File: config.mk
export PLATFORM = sky130hd
export DESIGN_NAME = boot_sequencer
export DESIGN_NICKNAME = d
export VERILOG_FILES = /design/src/rtl/boot_sequencer.sv
export SDC_FILE = /design/constraint.sdc
export NUM_CORES = 1
export LEC_CHECK = 0
export ABC_AREA = 1
export CELL_PAD_IN_SITES_DETAIL_PLACEMENT = 0
export CELL_PAD_IN_SITES_GLOBAL_PLACEMENT = 1
export CORE_AREA = 5 5 154 119
export CTS_CLUSTER_SIZE = 28
export DETAILED_ROUTE_END_ITERATION = 7
export DIE_AREA = 0 0 159 124
export PLACE_DENSITY = 0.77
export SLEW_MARGIN = 20
export SYNTH_ARGS = -nofsm -noshare
export SYNTH_HDL_FRONTEND = slang
export SYNTH_SLANG_ARGS = --single-unit
export TNS_END_PERCENT = 100
File: constraint.sdc
create_clock -name clk_i -period 2 [get_ports clk_i]
set_input_delay 0.3 -clock clk_i [delete_from_list [all_inputs] [get_ports clk_i]]
set_output_delay 0.3 -clock clk_i [all_outputs]
set_load 0.05 [all_outputs]
File: src/rtl/boot_sequencer.sv
// Post-reset boot controller: samples the boot strap, copies the SPI flash image into SRAM or
// waits for DDR calibration, then releases the CPU with the matching boot address.
module boot_sequencer #(
    parameter int unsigned IMAGE_WORDS   = 1024,
    parameter logic [23:0] FLASH_BASE    = 24'h000000,
    parameter logic [31:0] SRAM_BASE     = 32'h0000_0000,
    parameter logic [31:0] DDR_BASE      = 32'h8000_0000,
    parameter int unsigned CALIB_TIMEOUT = 1048576
) (
    input  logic        clk_i,
    input  logic        rst_ni,
    input  logic [1:0]  boot_source_i,
    output logic        spi_start_o,
    output logic [7:0]  spi_tx_byte_o,
    output logic        spi_cs_hold_o,
    input  logic        spi_done_i,
    input  logic [7:0]  spi_rx_byte_i,
    output logic        mem_req_o,
    output logic [31:0] mem_addr_o,
    output logic [31:0] mem_wdata_o,
    input  logic        mem_ready_i,
    input  logic        ddr_calib_done_i,
    output logic        cpu_rst_no,
    output logic [31:0] boot_addr_o,
    output logic        boot_done_o,
    output logic        boot_error_o
);

    localparam int unsigned IDX_W = 17;
    localparam int unsigned CNT_W = $clog2(CALIB_TIMEOUT + 1);
    localparam logic [IDX_W-1:0] LAST_IDX  = IDX_W'(IMAGE_WORDS - 1);
    localparam logic [CNT_W-1:0] CALIB_MAX = CNT_W'(CALIB_TIMEOUT - 1);

    localparam logic [3:0] S_SAMPLE   = 4'd0;
    localparam logic [3:0] S_CMD      = 4'd1;
    localparam logic [3:0] S_A2       = 4'd2;
    localparam logic [3:0] S_A1       = 4'd3;
    localparam logic [3:0] S_A0       = 4'd4;
    localparam logic [3:0] S_DATA     = 4'd5;
    localparam logic [3:0] S_WRITE    = 4'd6;
    localparam logic [3:0] S_DDR_WAIT = 4'd7;
    localparam logic [3:0] S_RELEASE  = 4'd8;
    localparam logic [3:0] S_DONE     = 4'd9;
    localparam logic [3:0] S_ERROR    = 4'd10;

    logic [3:0]       r_state,      w_state_nxt;
    logic             r_spi_start,  w_spi_start_nxt;
    logic [7:0]       r_spi_tx,     w_spi_tx_nxt;
    logic             r_cs_hold,    w_cs_hold_nxt;
    logic             r_mem_req,    w_mem_req_nxt;
    logic [31:0]      r_mem_addr,   w_mem_addr_nxt;
    logic [31:0]      r_mem_wdata,  w_mem_wdata_nxt;
    logic             r_cpu_rst_n,  w_cpu_rst_n_nxt;
    logic [31:0]      r_boot_addr,  w_boot_addr_nxt;
    logic             r_boot_done,  w_boot_done_nxt;
    logic             r_boot_error, w_boot_error_nxt;
    logic [1:0]       r_byte_cnt,   w_byte_cnt_nxt;
    logic [23:0]      r_shift,      w_shift_nxt;
    logic [IDX_W-1:0] r_word_idx,   w_word_idx_nxt;
    logic [CNT_W-1:0] r_calib_cnt,  w_calib_cnt_nxt;

    // State register and all registered outputs
    always_ff @(posedge clk_i) begin
        if (!rst_ni) begin
            r_state      <= S_SAMPLE;
            r_spi_start  <= 1'b0;
            r_spi_tx     <= 8'h00;
            r_cs_hold    <= 1'b0;
            r_mem_req    <= 1'b0;
            r_mem_addr   <= 32'h0;
            r_mem_wdata  <= 32'h0;
            r_cpu_rst_n  <= 1'b0;
            r_boot_addr  <= 32'h0;
            r_boot_done  <= 1'b0;
            r_boot_error <= 1'b0;
            r_byte_cnt   <= 2'd0;
            r_shift      <= 24'h0;
            r_word_idx   <= '0;
            r_calib_cnt  <= '0;
        end else begin
            r_state      <= w_state_nxt;
            r_spi_start  <= w_spi_start_nxt;
            r_spi_tx     <= w_spi_tx_nxt;
            r_cs_hold    <= w_cs_hold_nxt;
            r_mem_req    <= w_mem_req_nxt;
            r_mem_addr   <= w_mem_addr_nxt;
            r_mem_wdata  <= w_mem_wdata_nxt;
            r_cpu_rst_n  <= w_cpu_rst_n_nxt;
            r_boot_addr  <= w_boot_addr_nxt;
            r_boot_done  <= w_boot_done_nxt;
            r_boot_error <= w_boot_error_nxt;
            r_byte_cnt   <= w_byte_cnt_nxt;
            r_shift      <= w_shift_nxt;
            r_word_idx   <= w_word_idx_nxt;
            r_calib_cnt  <= w_calib_cnt_nxt;
        end
    end

    // Next-state logic; each SPI byte is launched on the transition that retires the previous one
    always_comb begin
        w_state_nxt      = r_state;
        w_spi_start_nxt  = 1'b0;
        w_spi_tx_nxt     = r_spi_tx;
        w_cs_hold_nxt    = r_cs_hold;
        w_mem_req_nxt    = r_mem_req;
        w_mem_addr_nxt   = r_mem_addr;
        w_mem_wdata_nxt  = r_mem_wdata;
        w_cpu_rst_n_nxt  = r_cpu_rst_n;
        w_boot_addr_nxt  = r_boot_addr;
        w_boot_done_nxt  = r_boot_done;
        w_boot_error_nxt = r_boot_error;
        w_byte_cnt_nxt   = r_byte_cnt;
        w_shift_nxt      = r_shift;
        w_word_idx_nxt   = r_word_idx;
        w_calib_cnt_nxt  = r_calib_cnt;

        case (r_state)
            S_SAMPLE: begin
                case (boot_source_i)
                    2'd0: begin
                        w_state_nxt     = S_CMD;
                        w_spi_start_nxt = 1'b1;
                        w_spi_tx_nxt    = 8'h03;
                        w_cs_hold_nxt   = 1'b1;
                    end
                    2'd1: begin
                        w_boot_addr_nxt = SRAM_BASE;
                        w_state_nxt     = S_RELEASE;
                    end
                    2'd2: begin
                        w_calib_cnt_nxt = '0;
                        w_state_nxt     = S_DDR_WAIT;
                    end
                    default: begin
                        w_boot_error_nxt = 1'b1;
                        w_state_nxt      = S_ERROR;
                    end
                endcase
            end
            S_CMD, S_A2, S_A1, S_A0: begin
                if (spi_done_i) begin
                    w_spi_start_nxt = 1'b1;
                    case (r_state)
                        S_CMD: begin
                            w_spi_tx_nxt = FLASH_BASE[23:16];
                            w_state_nxt  = S_A2;
                        end
                        S_A2: begin
                            w_spi_tx_nxt = FLASH_BASE[15:8];
                            w_state_nxt  = S_A1;
                        end
                        S_A1: begin
                            w_spi_tx_nxt = FLASH_BASE[7:0];
                            w_state_nxt  = S_A0;
                        end
                        default: begin
                            w_spi_tx_nxt   = 8'h00;
                            w_byte_cnt_nxt = 2'd0;
                            w_state_nxt    = S_DATA;
                        end
                    endcase
                end
            end
            S_DATA: begin
                if (spi_done_i) begin
                    w_byte_cnt_nxt = r_byte_cnt + 2'd1;
                    if (r_byte_cnt == 2'd3) begin
                        // Earlier bytes sit in r_shift, byte 0 lowest
                        w_mem_req_nxt   = 1'b1;
                        w_mem_addr_nxt  = SRAM_BASE + 32'({r_word_idx, 2'b00});
                        w_mem_wdata_nxt = {spi_rx_byte_i, r_shift};
                        w_state_nxt     = S_WRITE;
                        if (r_word_idx == LAST_IDX) begin
                            w_cs_hold_nxt = 1'b0;
                        end
                    end else begin
                        w_shift_nxt     = {spi_rx_byte_i, r_shift[23:8]};
                        w_spi_start_nxt = 1'b1;
                        w_spi_tx_nxt    = 8'h00;
                    end
                end
            end
            S_WRITE: begin
                if (r_mem_req && mem_ready_i) begin
                    w_mem_req_nxt  = 1'b0;
                    w_word_idx_nxt = r_word_idx + IDX_W'(1);
                    if (r_word_idx == LAST_IDX) begin
                        w_cs_hold_nxt   = 1'b0;
                        w_boot_addr_nxt = SRAM_BASE;
                        w_state_nxt     = S_RELEASE;
                    end else begin
                        w_spi_start_nxt = 1'b1;
                        w_spi_tx_nxt    = 8'h00;
                        w_state_nxt     = S_DATA;
                    end
                end
            end
            S_DDR_WAIT: begin
                // Calibration has priority over a coincident timeout
                if (ddr_calib_done_i) begin
                    w_boot_addr_nxt = DDR_BASE;
                    w_state_nxt     = S_RELEASE;
                end else if (r_calib_cnt == CALIB_MAX) begin
                    w_boot_error_nxt = 1'b1;
                    w_state_nxt      = S_ERROR;
                end else begin
                    w_calib_cnt_nxt = r_calib_cnt + CNT_W'(1);
                end
            end
            S_RELEASE: begin
                w_cpu_rst_n_nxt = 1'b1;
                w_boot_done_nxt = 1'b1;
                w_state_nxt     = S_DONE;
            end
            S_DONE: begin
                w_state_nxt = S_DONE;
            end
            S_ERROR: begin
                w_boot_error_nxt = 1'b1;
                w_cpu_rst_n_nxt  = 1'b0;
                w_cs_hold_nxt    = 1'b0;
                w_mem_req_nxt    = 1'b0;
            end
            default: begin
                w_boot_error_nxt = 1'b1;
                w_cs_hold_nxt    = 1'b0;
                w_mem_req_nxt    = 1'b0;
                w_state_nxt      = S_ERROR;
            end
        endcase
    end

    assign spi_start_o   = r_spi_start;
    assign spi_tx_byte_o = r_spi_tx;
    assign spi_cs_hold_o = r_cs_hold;
    assign mem_req_o     = r_mem_req;
    assign mem_addr_o    = r_mem_addr;
    assign mem_wdata_o   = r_mem_wdata;
    assign cpu_rst_no    = r_cpu_rst_n;
    assign boot_addr_o   = r_boot_addr;
    assign boot_done_o   = r_boot_done;
    assign boot_error_o  = r_boot_error;

endmodule

Word-level counts from Yosys, hierarchy flattened
Index checks and enable logic that the tools add are counted.
- input port bits: 15
- register bits after elaboration: 163
- output and inout bits: 110
- equality and inequality tests: 32
- muxes and demuxes: 52
- reduce and logical (&&, ||, !) cells: 26
- bitwise logic cells: 5
- $add $sub $neg: 3
- operator list (operator ; count):
    two-way mux 32 bit ; 4
    one-hot mux 32 bit (3 select lines) ; 1
    two-way mux 21 bit ; 3
    two-way mux 8 bit ; 6
    one-hot mux 21 bit (2 select lines) ; 1
    != test 2 bit (second input constant) ; 16
    one-hot mux 8 bit (4 select lines) ; 1
    two-way mux 4 bit ; 7
    one-hot mux 4 bit (7 select lines) ; 1
    adder 21 x 1 -> 21 bit (second input constant) ; 1
    == test 21 x 20 -> 1 bit (second input constant) ; 1
    adder 17 x 1 -> 17 bit (second input constant) ; 1
    == test 17 x 10 -> 1 bit (second input constant) ; 1
    two-way mux 1 bit ; 17
    == test 4 x 3 -> 1 bit (second input constant) ; 4
    AND reduction 4 bit ; 4
    OR reduction 8 bit ; 2
    == test 4 bit (second input constant) ; 3
    one-hot mux 4 bit (3 select lines) ; 1
    AND reduction 5 bit ; 2
    one-hot mux 3 bit (3 select lines) ; 1
    == test 4 x 2 -> 1 bit (second input constant) ; 2
    one-hot mux 1 bit (4 select lines) ; 2
    AND reduction 7 bit ; 1
    other kinds (23) ; 35

Logic depth before layout (Yosys ltp)
Gate-level depths: netlist of run 1.
- depth in word-level cells: 5
- gate-level depth with buffers: 12
- mapped depth without buffers: 11

Worst setup path after synthesis of run 1
OpenSTA, ideal clock, no wires.
- path type: flip-flop to flip-flop
- from: register r_mem_req (netlist: mem_req_o)
- to: register r_state[3]
- clock period less this slack: 1646 ps
- library setup time: 115 ps
- data arrival time: 1532 ps
- cell stages (with the launch flop): 7
- buffers on the path: 0
- slack: 354 ps
- path through: dfxtp_1 nand2_1 nand3_1 nand3_1 nor2_1 nand3_2 o21a_1
- cells in the longest elaborated chain, start to end: 3
- ends and longest elaborated chain (item ; line ; RTL):
    start: declaration ; 50 ; logic r_mem_req, w_mem_req_nxt;
    start signal: assignment ; 85 ; r_mem_req <= w_mem_req_nxt;
    logical AND 1 bit ; 184 ; if (r_mem_req && mem_ready_i) begin
    != test 2 bit (no source line) ; -- ;
    AND reduction 6 bit (no source line) ; -- ;
    end signal: assignment ; 81 ; r_state <= w_state_nxt;
    end: declaration ; 46 ; logic [3:0] r_state, w_state_nxt;
Every way passes these cells.
A chain may end at the register's enable or synchronous reset.

Worst setup path after layout of run 1
- from: register r_mem_req (netlist: mem_req_o)
- to: output port mem_req_o
- RTL lines (item ; line ; RTL):
    end: declaration ; 18 ; output logic mem_req_o,
No word-level cell between the ends.

==> results.md, run 1 <==
* Initial Utilization at 36.5%
* First-pass GRT wire length at 24600 um
* Buf+Inv Stages, Crit Path at 1
* CTS clk-pin slew, worst paths at 0.06 ns
* Min-Delay Path Class: in -> reg
* Top Family by Delay on Critical Path: buffers and inverters
* Clock Tree Root: clkbuf_16
* Die W at 159 um
* Worst VDD drop at 0.000808 V
* Vias per cell at 4.56
* Final setup vio count at 0
* Critical Path RT at 1.70 ns
* Placed inst area at 6860 um2
* Overall Power at 7.45 mW
* Pins Over Slew Limit at 0
* WL/cell at 13.0 um
* Gr ovfl total at 0
* Hold depth at 5
* Crit-path cells: clkdlybuf4s50_1
* CP max stage delay at 0.82 ns
* Routed Antenna Nets at 0
* 1st-pass router iterations at 5
* # resized after CTS at 0
* Sequential-to-total area share from yosys stat at 41.4%
* Synth async-reset ratio at 0%
* TritonCTS Sinks at 125
* Setup Fix Bufs, Post-CTS at 0
* Pin count of the biggest net entering global routing at 84
* TNS Setup at 0 ns
* Placed wire-length estimate at 10800 um
* Final Skew at 0.00718 ns
* Pre-CTS setup slack at 0.0720 ns
* Startpoint type of the worst setup path: flop
* Final cycle utilization of the critical path at 95.8%
* RR Startpoint: r_calib_cnt[8]
* Die Height at 124 um
* Setup ws final at 0.0839 ns
* DR DRC count at 0
* Nets at 953
* CTS tree: done
* Die ar. at 19700 um2
* Max Buffers Root-to-Sink at 2
* Synthesized flop and latch total at 125
* Final Cell Area at 7460 um2
* Worst-Margin Slew at 0.542 ns
* PwrDens at 999 nW/um2
* Hold Fails Final Rpt at 0
* WP data arrival at 1.62 ns
* Gpl congestion at 0.835
* Total CTS buffers at 17
* Cell Area, Synth at 6040 um2
* Syn Area/Cell at 7.04 um2
* Final WL at 15100 um
* IO buf count at 72
* Initial antenna violation count at 0
* Hold wc startpoint: rst_ni
* Crit Path Class: reg -> out
* Slew HR at 63.7%
* CP Max Fanout at 3
* Layout area overhead at 23.5%
* Netlist cell types at 36
* Post-synth EDFFs at 0
* CP endpoint kind: output pin
* Final Non-Filler Cells at 1163
* Fin crit period at 1.92 ns
* Achievable frequency at 522 MHz
* Max stage delay cell, worst path: clkdlybuf4s50_1
* Floorplan row count at 41
* Flop2flop setup slack at 0.22 ns
* R2R cell count at 11
* Core area at 16600 um2
* Reg-to-Reg End: r_calib_cnt[18]
* Total of max-cap violations at 0
* Cells after DPL at 1131
* Layout cells sized above 1 at 8.02%
* Worst-Skew Late Latency at 0.42 ns
* Vias in the first global route at 4857
* Hold Buf Count CTS at 0
* CTS H-tree lvls at 4
* Worst hold slack at 0.373 ns
* Number of antenna diodes at 0
* Static Leak at 3.08 nW
* Most used DFF post-synth: dfxtp_1
* Final core occ at 45.0%
* Unrepaired setup endpoints after global routing: false
* Synth Warn # at 0
* GRT Overall Usage at 15.3%
* Levels on crit path at 1
* Status: complete, no violations
* Initial DRC count at 356
* Hold endpoint: r_calib_cnt[20]
* Top Ports at 125
* Post-Synthesis Cells at 858
* Fill count at 1748
* Via count at 5307
cell usage in the layout (no fill, tap or decap), drive strengths merged, types with 3 or more instances in the layout:
master,n
nor3,12
inv,87
o21ai,81
ha,3
a21oi,91
xor2,6
nand4,11
nor2,132
clkdlybuf4s50,71
nand2,164
nand3,48
bufinv,3
clkinvlp,3
conb,52
clkbuf,21
dfxtp,125
buf,20
clkinv,6
synth_stat cells, types with 5 or more instances:
| cell | n | area share, % |
|---|---|---|
| nand4_1 | 11 | 1.1 |
| buf_4 | 54 | 6.7 |
| clkbuf_1 | 13 | 0.81 |
| nor2_4 | 5 | 0.93 |
| inv_1 | 83 | 5.2 |
| dfxtp_1 | 125 | 41 |
| a21oi_1 | 90 | 7.5 |
| buf_2 | 12 | 0.99 |
| nand2_2 | 5 | 0.52 |
| o21ai_0 | 79 | 6.5 |
| nand3_1 | 44 | 3.6 |
| xor2_1 | 6 | 0.87 |
| nor2_1 | 122 | 7.6 |
| nand2_1 | 157 | 9.8 |
| nor3_1 | 12 | 0.99 |
worst min-delay path, stage by stage:
cell and delay, ns:
buf_2 0.12, clkinv_1 0.07, nor2_1 0.13, nand2_1 0.10, nor2_1 0.03
routing by layer:
layer / GRT usage, % / routed length, um / up-vias
met4: 4.26 / 136 / 0
met2: 23.1 / 6540 / 101
met5: 0 / 0 / -
li1: - / - / 2813
met1: 21.5 / 7740 / 2381
met3: 4.60 / 685 / 12
logic make-up (layout without fill, tap and decap cells):
logic type	Yosys count	after routing	synth area share, %
xor gates and xnor gates	6	6	0.870
other	1	52	0.0621
and+or+nand+nor	371	371	26.8
DFF	125	125	41.4
adders and majority gates	3	3	0.621
AOI/OAI and AO/OA	180	180	15.4
buffers and inverters	172	211	14.8
where the power goes:
group	switching (mW)	internal [mW]	leakage, nW
clock	1.12	2.02	0.289
combinational	1.17	0.458	1.79
sequential	0.0873	2.60	1.01
total	2.38	5.07	3.08
layout make-up:
cell class,count,area (um2),area share (%)
well taps,215,269,3.60
repair buffers,91,921,12.3
inverters,88,330,4.43
flip-flops and latches,125,2500,33.5
clock buffers,21,460,6.17
clock inverters,11,141,1.89
multi-input cells,612,2840,38.0
state kept, by name, summed over array words and instances, names as in the netlist, 2 cells and up:
| name | flops |
|---|---|
| r_calib_cnt | 21 |
| r_shift | 24 |
| mem_addr_o | 17 |
| mem_wdata_o | 32 |
| r_word_idx | 17 |
| r_state | 4 |
| r_byte_cnt | 2 |
how the worst max path moves through the flow:
stage,startpoint,slack [ns],endpoint
after floorplan,mem_req_o,0.35,r_state[3]
after global placement,boot_source_i[0],0.11,r_calib_cnt[2]
after detailed placement,boot_source_i[0],0.07,r_calib_cnt[2]
after CTS,mem_addr_o[4],0.05,mem_addr_o[4]
after global routing,mem_req_o,0.04,mem_req_o
final,mem_req_o,0.08,mem_req_o
(Power assumes the default switching activity.)
==> run 2: changes to the inputs <==
--- a/config.mk
+++ b/config.mk
@@ -13,5 +13,5 @@
 export DETAILED_ROUTE_END_ITERATION = 7
 export DIE_AREA = 0 0 159 124
-export PLACE_DENSITY = 0.77
+export PLACE_DENSITY_LB_ADDON = 0.1
 export SLEW_MARGIN = 20
 export SYNTH_ARGS = -nofsm -noshare
==> constraint.sdc (replaced) <==
create_clock -name clk_i -period 2 [get_ports clk_i]
set_input_delay 0.3 -clock clk_i [delete_from_list [all_inputs] [get_ports clk_i]]
set_output_delay 0.3 -clock clk_i [all_outputs]
set_load 0.005 [all_outputs]
==> run 2 against run 1 <==
Final cell count shrank 0.26%. Clock power is 3% lower. Cell area decreased by 0.57%. Non-clock buffer count is 3 lower. Power down 6.3%. Largest power group unchanged. Critical path type is now reg -> reg. Flip-flop and latch count is the same.
==> results.md, run 2 (synthesis results as in run 1) <==
* Fin crit period at 1.78 ns (-0.136 ns)
* Layout area overhead at 22.8%
* Startpoint type of the worst setup path: flop
* Static Leak at 3.06 nW (-0.73%)
* Overall Power at 6.98 mW (-6.3%)
* Die W at 159 um (unchanged)
* Placed inst area at 6830 um2 (-0.51%)
* Final Non-Filler Cells at 1160 (-0.26%)
* Final Cell Area at 7420 um2 (-0.57%)
* First-pass GRT wire length at 25000 um (+1.6%)
* Top Family by Delay on Critical Path: simple AND/OR/NAND/NOR gates
* Commonest non-fill, non-tap cell in the layout: nand2_1
* Gr ovfl total at 0 (unchanged)
* IO buf count at 72 (unchanged)
* Final cycle utilization of the critical path at 89.0% (-6.8 points)
* TNS Setup at 0 ns (unchanged)
* Number of antenna diodes at 0 (unchanged)
* Hold Fails Final Rpt at 0 (unchanged)
* Initial Utilization at 36.5% (unchanged)
* Crit-path cells: ha_1 -> nand3_2 -> inv_1 -> nand2_1 -> nor2_2 -> nand3_2 -> nand2_4 -> nor2_1 -> nor2_1 -> nor2_1
* Min-Delay Path Class: in -> reg
* Final setup vio count at 0 (unchanged)
* Setup Fix Bufs, Post-CTS at 0 (unchanged)
* Layout cells sized above 1 at 7.94% (-0.080 points)
* Vias in the first global route at 5080 (+4.6%)
* CP endpoint kind: flop
* CTS clk-pin slew, worst paths at 0.06 ns (about the same)
* Max Buffers Root-to-Sink at 2 (unchanged)
* Vias per cell at 4.64 (+1.6%)
* PwrDens at 941 nW/um2 (-5.8%)
* Placed wire-length estimate at 11000 um (+1.3%)
* Final Skew at 0.0124 ns (+0.00521 ns)
* Multi-input logic area at 2840 um2 (+0.18%)
* Worst VDD drop at 0.000662 V (-18%)
* Unrepaired setup endpoints after global routing: false
* Max stage delay cell, worst path: dfxtp_1
* Pin count of the biggest net entering global routing at 84 (unchanged)
* DR DRC count at 0 (unchanged)
* Most frequent cells in the layout: nand2_1, dfxtp_1, nor2_1, a21oi_1, inv_1
* Crit Path Class: reg -> reg
* Buf+Inv Stages, Crit Path at 1 (unchanged)
* Max FFs per register at 32 (unchanged)
* 1st-pass router iterations at 5 (unchanged)
* Most common cell on crit path: nor2_1
* Achievable frequency at 562 MHz (+7.7%)
* Total of max-cap violations at 0 (unchanged)
* Top Ports at 125 (unchanged)
* Core area at 16600 um2 (unchanged)
* Cells after DPL at 1128 (-0.27%)
* Hold endpoint: boot_done_o
* Routed Antenna Nets at 0 (unchanged)
* R2R cell count at 10 (-1)
* Clock Tree Root: clkbuf_16
* WP data arrival at 2.07 ns (+0.45 ns)
* CTS H-tree lvls at 4 (unchanged)
* CP max stage delay at 0.37 ns (-0.45 ns)
* Flop2flop setup slack at 0.22 ns (about the same)
* CP Max Fanout at 13 (+10)
* Critical Path Source: r_calib_cnt[1]
* Via count at 5379 (+1.4%)
* Hold depth at 4 (-1)
* Hold Buf Count CTS at 0 (unchanged)
* Fill count at 1659 (-5.1%)
* Die Height at 124 um (unchanged)
* Gpl congestion at 0.876 (+4.9%)
* WL/cell at 13.2 um (+1.6%)
* Floorplan row count at 41 (unchanged)
* Die ar. at 19700 um2 (unchanged)
* Worst-Skew Late Latency at 0.42 ns (about the same)
* Reg-to-Reg End: r_calib_cnt[15]
* FF/Latch Area at 2500 um2 (unchanged)
* Pins Over Slew Limit at 0 (unchanged)
* Initial antenna violation count at 0 (unchanged)
* Critical Path RT at 2.29 ns (+0.59 ns)
* RR Startpoint: r_calib_cnt[1]
* Hold wc startpoint: rst_ni
* Initial DRC count at 296 (-17%)
* GRT Overall Usage at 15.5% (+0.19 points)
* Total CTS buffers at 17 (unchanged)
* Status: complete, no violations
* Nets at 950 (-0.31%)
* CTS tree: done
* Final WL at 15300 um (+1.3%)
* TritonCTS Sinks at 125 (unchanged)
-- run 2: cell type report --
type	count	share of cell area, %
inverter	88	4.45
timing repair buffer	88	11.9
sequential	125	33.7
tap	215	3.63
clock inverter	15	2.21
multi-input combinational	612	38.3
clock buffer	17	5.73
-- run 2: per-layer routing --
metal / GRT usage [%] / wire length [um]
met4: 5.33 / 113
met2: 25.1 / 6910
met5: 0 / 0
met1: 20.6 / 7510
met3: 3.64 / 770
-- run 2: per-stage QoR --
stage,setup WS [ns],hold slack [ns],utilization (%)
after detailed placement,0.112,0.449,41.2
after global placement,0.149,0.446,41.2
final,0.220,0.310,44.8
after floorplan,0.389,0.430,-
after global routing,0.0286,0.334,44.8
after CTS,0.136,0.295,44.7
-- run 2: how the worst max path moves through the flow --
stage,cells after the start,slack [ns],endpoint
2_1_floorplan,9,0.39,r_calib_cnt[10]
3_3_place_gp,9,0.15,r_word_idx[4]
3_5_place_dp,9,0.11,r_calib_cnt[8]
4_1_cts,10,0.14,r_calib_cnt[15]
5_1_grt,11,0.03,r_word_idx[16]
6_report,10,0.22,r_calib_cnt[15]
-- run 2: worst reg2reg max path, delay by kind of cell (launching register included) --
kind | cells | cell delay (ns)
simple gates | 8 | 0.98
buf+inv | 1 | 0.11
fa+ha+maj | 1 | 0.20
flops | 1 | 0.37
-- run 2: repair_timing --
item	CTS	global route
setup endpoints to repair	0	5
hold endpoints to repair	0	0
resized for setup	0	1
-- run 2: power breakdown --
| part | switching, mW | internal, mW | leakage, nW |
|---|---|---|---|
| clock | 1.21 | 1.85 | 0.284 |
| combinational | 0.792 | 0.448 | 1.77 |
| sequential | 0.0907 | 2.60 | 1.01 |
| total | 2.09 | 4.89 | 3.06 |
==> run 3: changes to the inputs <==
CORE_AREA = 2 2 151 116   (was 5 5 154 119)
DIE_AREA = 0 0 153 118   (was 0 0 159 124)
==> run 3 against run 2 <==
Utilization is essentially flat. Sequential power about the same. Setup slack lost 0.029 ns. First-iteration DRC count increased by 28%. Register-to-register slack worse by 0.03 ns. Via count is 1.6% higher. Die area shrank 8.4%.
==> results.md, run 3 (synthesis results as in run 1) <==
* Hold depth at 5 (+1)
* Final Skew at 0.0150 ns (+0.00260 ns)
* Gpl congestion at 0.878 (+0.23%)
* Layout cells sized above 1 at 8.24% (+0.30 points)
* WL/cell at 13.2 um (+0.10%)
* Pre-CTS setup slack at 0.110 ns (-0.00231 ns)
* Hold Fails Final Rpt at 0 (unchanged)
* Commonest non-fill, non-tap cell in the layout: nand2_1
* Sequential share of power at 38.9% (+0.4 points)
* PwrDens at 932 nW/um2 (-0.96%)
* R2R cell count at 10 (unchanged)
* Levels on crit path at 10 (unchanged)
* Nets at 952 (+0.21%)
* Top Ports at 125 (unchanged)
* Top Family by Delay on Critical Path: simple AND/OR/NAND/NOR gates
* Placed inst area at 6820 um2 (about the same)
* Unrepaired setup endpoints after global routing: false
* CTS tree: done
* Sw power at 2.09 mW (-0.17%)
* CP endpoint kind: flop
* Initial antenna violation count at 0 (unchanged)
* Via count at 5466 (+1.6%)
* Total of max-cap violations at 0 (unchanged)
* Floorplan row count at 41 (unchanged)
* Max FFs per register at 32 (unchanged)
* Fin crit period at 1.81 ns (+0.0286 ns)
* Max Buffers Root-to-Sink at 2 (unchanged)
* Final setup vio count at 0 (unchanged)
* Most common cell on crit path: nor2_1
* Crit-path cells: ha_1 -> nand3_2 -> inv_1 -> nand2_1 -> nor2_2 -> nand3_4 -> nand2_4 -> nor2_1 -> nor2_1 -> nor2_1
* Static Leak at 3.04 nW (-0.57%)
* Min-Delay Path Class: in -> reg
* CP max stage delay at 0.38 ns (about the same)
* RR Startpoint: r_calib_cnt[1]
* TritonCTS Sinks at 125 (unchanged)
* TNS Setup at 0 ns (unchanged)
* Switch share at 30.2% (+0.26 points)
* Overall Power at 6.91 mW (-1.0%)
* Hold wc startpoint: rst_ni
* IO buf count at 72 (unchanged)
* Buf+Inv Stages, Crit Path at 1 (unchanged)
* Worst-Skew Late Latency at 0.42 ns (about the same)
* Worst VDD drop at 0.000623 V (-6.0%)
* Internal power at 4.83 mW (-1.4%)
* Die Height at 118 um (-4.8%)
* Vias per cell at 4.70 (+1.4%)
* Status: complete, no violations
* Pin count of the biggest net entering global routing at 84 (unchanged)
* Vias in the first global route at 5114 (+0.67%)
* Critical Path RT at 2.30 ns (about the same)
* Layout area overhead at 22.7% (about the same)
* Setup Fix Bufs, Post-CTS at 0 (unchanged)
* Combinational Power Share at 18.4% (+0.6 points)
* Final Cell Area at 7410 um2 (about the same)
* Total CTS buffers at 17 (unchanged)
* Routed Antenna Nets at 0 (unchanged)
* CP Max Fanout at 7 (-6)
* DR DRC count at 0 (unchanged)
* Clock Tree Root: clkbuf_16
* Final core occ at 44.7% (about the same)
* Startpoint type of the worst setup path: flop
* Max stage delay cell, worst path: dfxtp_1
* Setup ws final at 0.191 ns (-0.0286 ns)
* Most frequent cells in the layout: nand2_1, dfxtp_1, nor2_1, a21oi_1, inv_1
* Achievable frequency at 553 MHz (-1.6%)
* Gr ovfl total at 0 (unchanged)
* CTS H-tree lvls at 4 (unchanged)
* Final cycle utilization of the critical path at 90.4% (+1.4 points)
* Crit Path Class: reg -> reg
* Core area at 16600 um2 (unchanged)
* Placed wire-length estimate at 10700 um (-2.2%)
* GRT Overall Usage at 17.4% (+1.8 points)
* Flop2flop setup slack at 0.19 ns (-0.03 ns)
* 1st-pass router iterations at 5 (unchanged)
* Pins Over Slew Limit at 0 (unchanged)
* Reg-to-Reg End: r_calib_cnt[15]
* Die ar. at 18100 um2 (-8.4%)
* Number of antenna diodes at 0 (unchanged)
* First-pass GRT wire length at 25400 um (+1.8%)
* Initial Utilization at 36.5% (unchanged)
* Hold endpoint: r_calib_cnt[12]
* Initial DRC count at 380 (+28%)
* CTS clk-pin slew, worst paths at 0.06 ns (about the same)
* Final WL at 15300 um (+0.27%)
* Clock power frac at 42.7% (-1.1 points)
* Die W at 153 um (-3.8%)
* WP data arrival at 2.11 ns (+0.04 ns)
## run 3: how the worst max path moves through the flow
| stage | startpoint | to |
|---|---|---|
| 6_report | r_calib_cnt[1] | r_calib_cnt[15] |
| 5_1_grt | r_state[2] | r_calib_cnt[18] |
| 4_1_cts | r_calib_cnt[1] | r_calib_cnt[15] |
| 3_5_place_dp | r_state[2] | r_calib_cnt[15] |
| 3_3_place_gp | boot_source_i[1] | r_calib_cnt[8] |
| 2_1_floorplan | r_calib_cnt[0] | r_calib_cnt[10] |
## run 3: final cells by class
class | instances | area (um2)
fillers | 1704 | 9160
well taps | 215 | 269
clock buffers | 19 | 453
inverters | 88 | 330
clock inverters | 13 | 118
flip-flops and latches | 125 | 2500
repair buffers | 89 | 881
multi-input cells | 613 | 2860
## run 3: what timing repair did
item                       in CTS  in global routing
hold buffers                    0                  0
gates resized for setup         0                  3
setup endpoints to repair       0                 11
## run 3: tightest hold or removal path: cells and delay by family
kind / cells / cell delay (ns)
simple gates: 1 / 0.07
buf+inv: 2 / 0.19
compound gates: 2 / 0.11
## run 3: power groups by stage
stage | logic (mW) | clock network (mW) | registers [mW]
final | 1.27 | 2.95 | 2.69
after floorplan | 0.934 | 0 | 2.73
after detailed placement | 1.26 | 0 | 2.74
after global routing | 1.43 | 3.14 | 2.71
after CTS | 1.26 | 3.03 | 2.69
after global placement | 1.27 | 0 | 2.74
## run 3: metrics by stage
stage,hold WS (ns),std cells
2_1_floorplan,0.430,909
3_3_place_gp,0.442,1129
3_5_place_dp,0.443,1129
4_1_cts,0.281,1161
5_1_grt,0.310,1162
6_report,0.294,1162
## run 3: routing by layer
metal  routed length (um)  vias to the layer above  global-route usage [%]
met2                 7060                      134                    27.8
li1                     -                     2814                       -
met1                 7410                     2505                    23.2
met4                  139                        0                    5.03
met3                  729                       13                    4.31
met5                    0                        -                       0
